--- config.mk ---
export PLATFORM = sky130hd
export DESIGN_NAME = led_mode_sequencer
export DESIGN_NICKNAME = d
export VERILOG_FILES = /design/src/rtl/led_pkg.sv /design/src/rtl/led_mode_timer.sv /design/src/rtl/led_mode_sequencer.sv
export SDC_FILE = /design/constraint.sdc
export NUM_CORES = 1
export LEC_CHECK = 0
export ABC_CLOCK_PERIOD_IN_PS = 5700
export BUFFER_PORTS_ARGS = -buffer_cell sky130_fd_sc_hd__buf_4
export CAP_MARGIN = 20
export CORE_MARGIN = 5
export CORE_UTILIZATION = 40
export CTS_CLUSTER_DIAMETER = 200
export DETAILED_ROUTE_END_ITERATION = 12
export MAX_ROUTING_LAYER = met4
export PLACE_DENSITY = 0.66
export SYNTH_ARGS = -nofsm -noshare
export SYNTH_HDL_FRONTEND = slang
export SYNTH_HIERARCHICAL = 1
export SYNTH_SLANG_ARGS = --single-unit
--- constraint.sdc ---
create_clock -name i_clk -period 5.7 [get_ports i_clk]
set_input_delay 0.285 -clock i_clk [delete_from_list [all_inputs] [get_ports i_clk]]
set_output_delay 0.285 -clock i_clk [all_outputs]
set_load 0.05 [all_outputs]
--- src/rtl/led_pkg.sv ---
// Shared types and constants for the LED driver: sequencer state encoding,
// index-width helper, and the default LED vector width used by pattern generators.
package led_pkg;

  typedef enum logic [0:0] {
    SHOW  = 1'b0,
    BLANK = 1'b1
  } led_seq_state_t;

  localparam int LED_W_DEFAULT = 18;

  // Index width that never collapses to zero bits for a single-entry set
  function automatic int clog2_min1(input int n);
    return ($clog2(n) < 1) ? 1 : $clog2(n);
  endfunction

endpackage

--- src/rtl/led_mode_timer.sv ---
// Up-counter with synchronous clear/enable and a terminal-count flag; used for
// both the blanking countdown and the auto-cycle dwell count.
module led_mode_timer #(
  parameter int W = 4
) (
  input  logic         i_clk,
  input  logic         i_reset,
  input  logic         i_clr,
  input  logic         i_en,
  input  logic [W-1:0] i_term,
  output logic         o_tc
);

  logic [W-1:0] r_cnt;

  // Count register: clear has priority over enable
  always_ff @(posedge i_clk) begin
    if (i_reset) begin
      r_cnt <= {W{1'b0}};
    end else if (i_clr) begin
      r_cnt <= {W{1'b0}};
    end else if (i_en) begin
      r_cnt <= r_cnt + W'(1);
    end else begin
      r_cnt <= r_cnt;
    end
  end

  assign o_tc = (r_cnt == i_term);

endmodule

--- src/rtl/led_mode_sequencer.sv ---
// Registered LED pattern selector: picks one of NUM_MODES patterns, switching on
// load / next / auto-dwell requests with an optional all-off blanking window.
module led_mode_sequencer
  import led_pkg::*;
#(
  parameter int NUM_MODES    = 4,
  parameter int LED_W        = LED_W_DEFAULT,
  parameter int BLANK_CYCLES = 4,
  parameter int DWELL_CYCLES = 1024,
  localparam int MODE_W      = clog2_min1(NUM_MODES)
) (
  input  logic                       i_clk,
  input  logic                       i_reset,
  input  logic [NUM_MODES*LED_W-1:0] i_mode_bus,
  input  logic                       i_load_en,
  input  logic [MODE_W-1:0]          i_load_mode,
  input  logic                       i_next_pulse,
  input  logic                       i_auto_en,
  output logic [LED_W-1:0]           o_led_out,
  output logic [MODE_W-1:0]          o_mode_cur,
  output logic                       o_switching
);

  localparam int TMAX = (BLANK_CYCLES > DWELL_CYCLES) ? BLANK_CYCLES : DWELL_CYCLES;
  localparam int TW   = $clog2(TMAX + 1);
  localparam logic [TW-1:0]     BLANK_TERM = (BLANK_CYCLES > 0) ? TW'(BLANK_CYCLES - 1) : {TW{1'b0}};
  localparam logic [TW-1:0]     DWELL_TERM = TW'(DWELL_CYCLES - 1);
  localparam logic [MODE_W-1:0] LAST_MODE  = MODE_W'(NUM_MODES - 1);
  localparam logic [MODE_W:0]   MODE_LIMIT = (MODE_W + 1)'(NUM_MODES);

  led_seq_state_t    r_state;
  logic [MODE_W-1:0] r_mode;
  logic [LED_W-1:0]  r_led;
  logic              r_switching;

  logic              w_show;
  logic              w_load_ok;
  logic [MODE_W-1:0] w_next_mode;
  logic              w_accept;
  logic [MODE_W-1:0] w_target;
  logic              w_dwell_en;
  logic              w_dwell_clr;
  logic              w_dwell_tc;
  logic              w_expiry;
  logic              w_blank_tc;
  logic [LED_W-1:0]  w_pat_cur;
  logic [LED_W-1:0]  w_pat_target;

  assign w_show      = (r_state == SHOW);
  assign w_load_ok   = ({1'b0, i_load_mode} < MODE_LIMIT) && (i_load_mode != r_mode);
  // Explicit wrap keeps non-power-of-2 mode counts inside the pattern bus
  assign w_next_mode = (r_mode == LAST_MODE) ? {MODE_W{1'b0}} : r_mode + MODE_W'(1);
  assign w_dwell_en  = w_show & i_auto_en;
  assign w_expiry    = w_dwell_en & w_dwell_tc;
  assign w_dwell_clr = ~w_dwell_en | w_expiry | w_accept;

  assign w_pat_cur    = i_mode_bus[int'(r_mode) * LED_W +: LED_W];
  assign w_pat_target = i_mode_bus[int'(w_target) * LED_W +: LED_W];

  // Request arbiter: a present but invalid load still blocks next and auto
  always_comb begin
    w_accept = 1'b0;
    w_target = r_mode;
    if (w_show) begin
      if (i_load_en) begin
        if (w_load_ok) begin
          w_accept = 1'b1;
          w_target = i_load_mode;
        end else begin
          w_accept = 1'b0;
        end
      end else if (i_next_pulse || w_expiry) begin
        w_accept = 1'b1;
        w_target = w_next_mode;
      end else begin
        w_accept = 1'b0;
      end
    end else begin
      w_accept = 1'b0;
    end
  end

  led_mode_timer #(.W(TW)) u_blank_timer (
    .i_clk   (i_clk),
    .i_reset (i_reset),
    .i_clr   (w_show),
    .i_en    (~w_show),
    .i_term  (BLANK_TERM),
    .o_tc    (w_blank_tc)
  );

  led_mode_timer #(.W(TW)) u_dwell_timer (
    .i_clk   (i_clk),
    .i_reset (i_reset),
    .i_clr   (w_dwell_clr),
    .i_en    (w_dwell_en),
    .i_term  (DWELL_TERM),
    .o_tc    (w_dwell_tc)
  );

  // Sequencer FSM with registered LED, mode and switching outputs
  always_ff @(posedge i_clk) begin
    if (i_reset) begin
      r_state     <= SHOW;
      r_mode      <= {MODE_W{1'b0}};
      r_led       <= {LED_W{1'b0}};
      r_switching <= 1'b0;
    end else begin
      case (r_state)
        SHOW: begin
          if (w_accept) begin
            r_mode <= w_target;
            if (BLANK_CYCLES > 0) begin
              r_state     <= BLANK;
              r_led       <= {LED_W{1'b0}};
              r_switching <= 1'b1;
            end else begin
              r_led       <= w_pat_target;
              r_switching <= 1'b0;
            end
          end else begin
            r_led       <= w_pat_cur;
            r_switching <= 1'b0;
          end
        end
        BLANK: begin
          if (w_blank_tc) begin
            r_state     <= SHOW;
            r_led       <= w_pat_cur;
            r_switching <= 1'b0;
          end else begin
            r_led       <= {LED_W{1'b0}};
            r_switching <= 1'b1;
          end
        end
        default: begin
          r_state     <= SHOW;
          r_led       <= {LED_W{1'b0}};
          r_switching <= 1'b0;
        end
      endcase
    end
  end

  assign o_led_out   = r_led;
  assign o_mode_cur  = r_mode;
  assign o_switching = r_switching;

endmodule

==> impl_metrics.json <==
{
  "die-area_sq_um": 7620,
  "hold_path.class": "primary input to flop",
  "grt_max_degree": 23,
  "power.switching_uw": 237.1,
  "vdd_drop_max_mv": 0.09735,
  "cts.sinks": 43,
  "fillerInstances": 551,
  "core_sq_um": 5851,
  "clk_path_buf_depth": 2,
  "yosysWarnings": 6,
  "outcome": "complete, no violations",
  "rsz0062_at_grt": "false",
  "dieWidth_um": 87.30,
  "cp_max_fo": 22,
  "syn_area_per_cell_sq_um": 10.62,
  "clkLatencyLatePin_ns": 0.29,
  "final_cell_mix": "100 x buf_4, 43 x dfxtp_1, 30 x xnor2_1",
  "slew_viol_final": 0,
  "min_period_ns": 2.473,
  "gp_congestion": 0.7893,
  "drtAntennaViolNets": 0,
  "hold_end": "o_switching",
  "cts_setup_buffers": 0,
  "start_util": 0.4085,
  "ff2ff_path_depth": 5,
  "grt_pass1_wl_mm": 10.25,
  "final_common_cell": "buf_4",
  "yosysSeqAreaShare": 0.3602,
  "fin_crit_sh": 0.4339,
  "yosysUniqueCellTypes": 36,
  "areaGrowthSynthToFinish_pct": 42.25,
  "io_pins": 100,
  "path_clk_slew_ns": 0.08,
  "die_height_um": 87.30,
  "syn_inst": 225,
  "reg2reg_from": "o_mode_cur[1]",
  "setup.worst_path.start": "o_mode_cur[1]",
  "fp-row-count": 28,
  "min_delay_path_depth": 2,
  "drive_gt1_frac": 0.3779,
  "wl_mm": 6.621,
  "vias_per_cell": 5.148,
  "internal_power_uw": 607.0,
  "rrSetupSlack_ns": 3.23,
  "p_seq_frac": 0.392,
  "worst_setup_path_start_kind": "flop",
  "vias": 2157,
  "clock_power_share": 0.332,
  "htreeDepth": 2,
  "fin_skew_ns": 0.005898,
  "routedWlPerCell_um": 15.80,
  "dp_hpwl_mm": 5.169,
  "ctsResizeCount": 0,
  "hold_violations": 0,
  "holdCritStartpoint": "i_reset",
  "insertedDiodeCount": 0,
  "antenna_found_initial": 0,
  "drt_iter0_drc": 70,
  "cts_made_buffers": 5,
  "required_ns": 5.89,
  "tns_ns": 0,
  "leakage_uw": 0.001316,
  "syn_area_sq_um": 2390,
  "track_usage": 0.1780,
  "root_buffer": "clkbuf_8",
  "drc_errors": 0,
  "arrival_ns": 2.66,
  "power_density_nw_per_um2": 248.3,
  "synth.ff_latch_count": 43,
  "worstMarginPinSlew_ns": 1.003,
  "num-nets-final": 425,
  "timing.fmax_ghz": 0.4043,
  "combPwrFrac": 0.276,
  "drt_pass1_iterations": 4,
  "cts_hold_buf": 0,
  "r2r-end": "u_dwell_timer/r_cnt[10]",
  "crit_type": "flop to flop",
  "power.share.switching": 0.2809,
  "maxCapViolCount": 0,
  "port_buffers": 99,
  "cp-end-kind": "flop",
  "cts_tree": "built",
  "max-slew-margin-rel": 0.3302,
  "final_core_util": 0.5811,
  "grt_overflow": 0,
  "setup_viol_count_final": 0,
  "grt_pass1_vias": 2048
}
==> area by class of cell <==
class                           instances  area [sq um]  share of cell area
Tap cell                               75         93.84             0.02760
Timing Repair Buffer                  100         750.7              0.2208
Inverter                                7         26.28            0.007729
Sequential cell                        43         860.8              0.2532
Multi-Input combinational cell        186          1535              0.4516
Clock inverter                          2         60.06             0.01767
Clock buffer                            6         72.57             0.02135
==> worst max-delay path: stages, from the launching register on <==
cell and delay [ns]:
dfxtp_1 0.99, xnor2_1 0.27, a311o_1 0.33, nand3b_1 0.16, or3_1 0.38, o41ai_1 0.24
==> power by group through the flow <==
stage | Combinational [uW] | Sequential, uW | Clock (uW)
floorplan | 107 | 381 | 0
global placement | 232 | 338 | 0
detailed placement | 234 | 338 | 0
CTS | 235 | 331 | 290
global route | 249 | 334 | 303
finish | 233 | 331 | 280
==> flip-flops by register name (all words and copies together), names as in the netlist <==
register,flops
o_switching,1
u_dwell_timer/r_cnt,11
u_blank_timer/r_cnt,11
o_mode_cur,2
o_led_out,18
==> per-layer routing <==
layer	share of wire	routed length, um	GRT usage	vias up
met1	0.42	2773	0.2212	1028
met3	0.10	683	0.05393	6
met4	0.011	70	0.04603	0
met2	0.47	3094	0.2822	77
li1	-	-	-	1046
met5	0	0	-	-
==> logic make-up (layout without fill, tap and decap cells) <==
logic type | Yosys count | in the layout | synth area share
other | 2 | 22 | 0.003143
and+or+nand+nor | 79 | 79 | 0.2000
xor gates and xnor gates | 32 | 32 | 0.1173
AOI/OAI and AO/OA | 25 | 25 | 0.07488
adders and majority gates | 3 | 3 | 0.01571
muxes | 25 | 25 | 0.2000
DFF | 43 | 43 | 0.3602
buffers and inverters | 16 | 115 | 0.02880
==> cells in the mapped netlist (all sizes together) <==
library cell	n	share of area
o311ai	2	0.0073
nand3b	1	0.0031
clkbuf	3	0.0047
buf	6	0.013
nor2	11	0.017
a21oi	10	0.021
mux2	2	0.0094
and2	2	0.0052
o31ai	4	0.013
o21ai	4	0.0084
or4	4	0.013
mux4	18	0.17
nor4	2	0.0052
o41ai	2	0.0073
nor3b	18	0.057
inv	7	0.011
a211oi	1	0.0031
nor2b	3	0.0079
xor2	2	0.0073
or3	9	0.024
mux2i	5	0.021
a311o	1	0.0042
nor3	2	0.0042
nand2	9	0.014
xnor2	30	0.11
nand3	4	0.0084
conb	2	0.0031
nand2b	2	0.0052
nand4	10	0.031
dfxtp	43	0.36
or2	2	0.0052
a311oi	1	0.011
ha	3	0.016
==> worst max-delay path by stage <==
stage,end,slack (ns),cells past startpoint
2_1_floorplan,u_dwell_timer/r_cnt[10],3.67,8
3_3_place_gp,u_dwell_timer/r_cnt[10],3.38,5
3_5_place_dp,u_dwell_timer/r_cnt[10],3.25,5
4_1_cts,u_dwell_timer/r_cnt[10],3.24,5
5_1_grt,u_dwell_timer/r_cnt[10],3.04,5
6_report,u_dwell_timer/r_cnt[10],3.23,5
==> stage by stage <==
stage               power, uW  hold slack [ns]  worst slack, ns  area, sq um  instances
finish                  844.0           0.2421            3.227         3400        419
CTS                     856.4           0.2358            3.242         3400        419
detailed placement      572.5           0.5001            3.255         3267        411
global route            885.3           0.2645            3.036         3400        419
global placement        569.7           0.4899            3.379         3267        411
floorplan               487.7           0.3541            3.674         2465        245
Power figures use the tool's default switching activity.
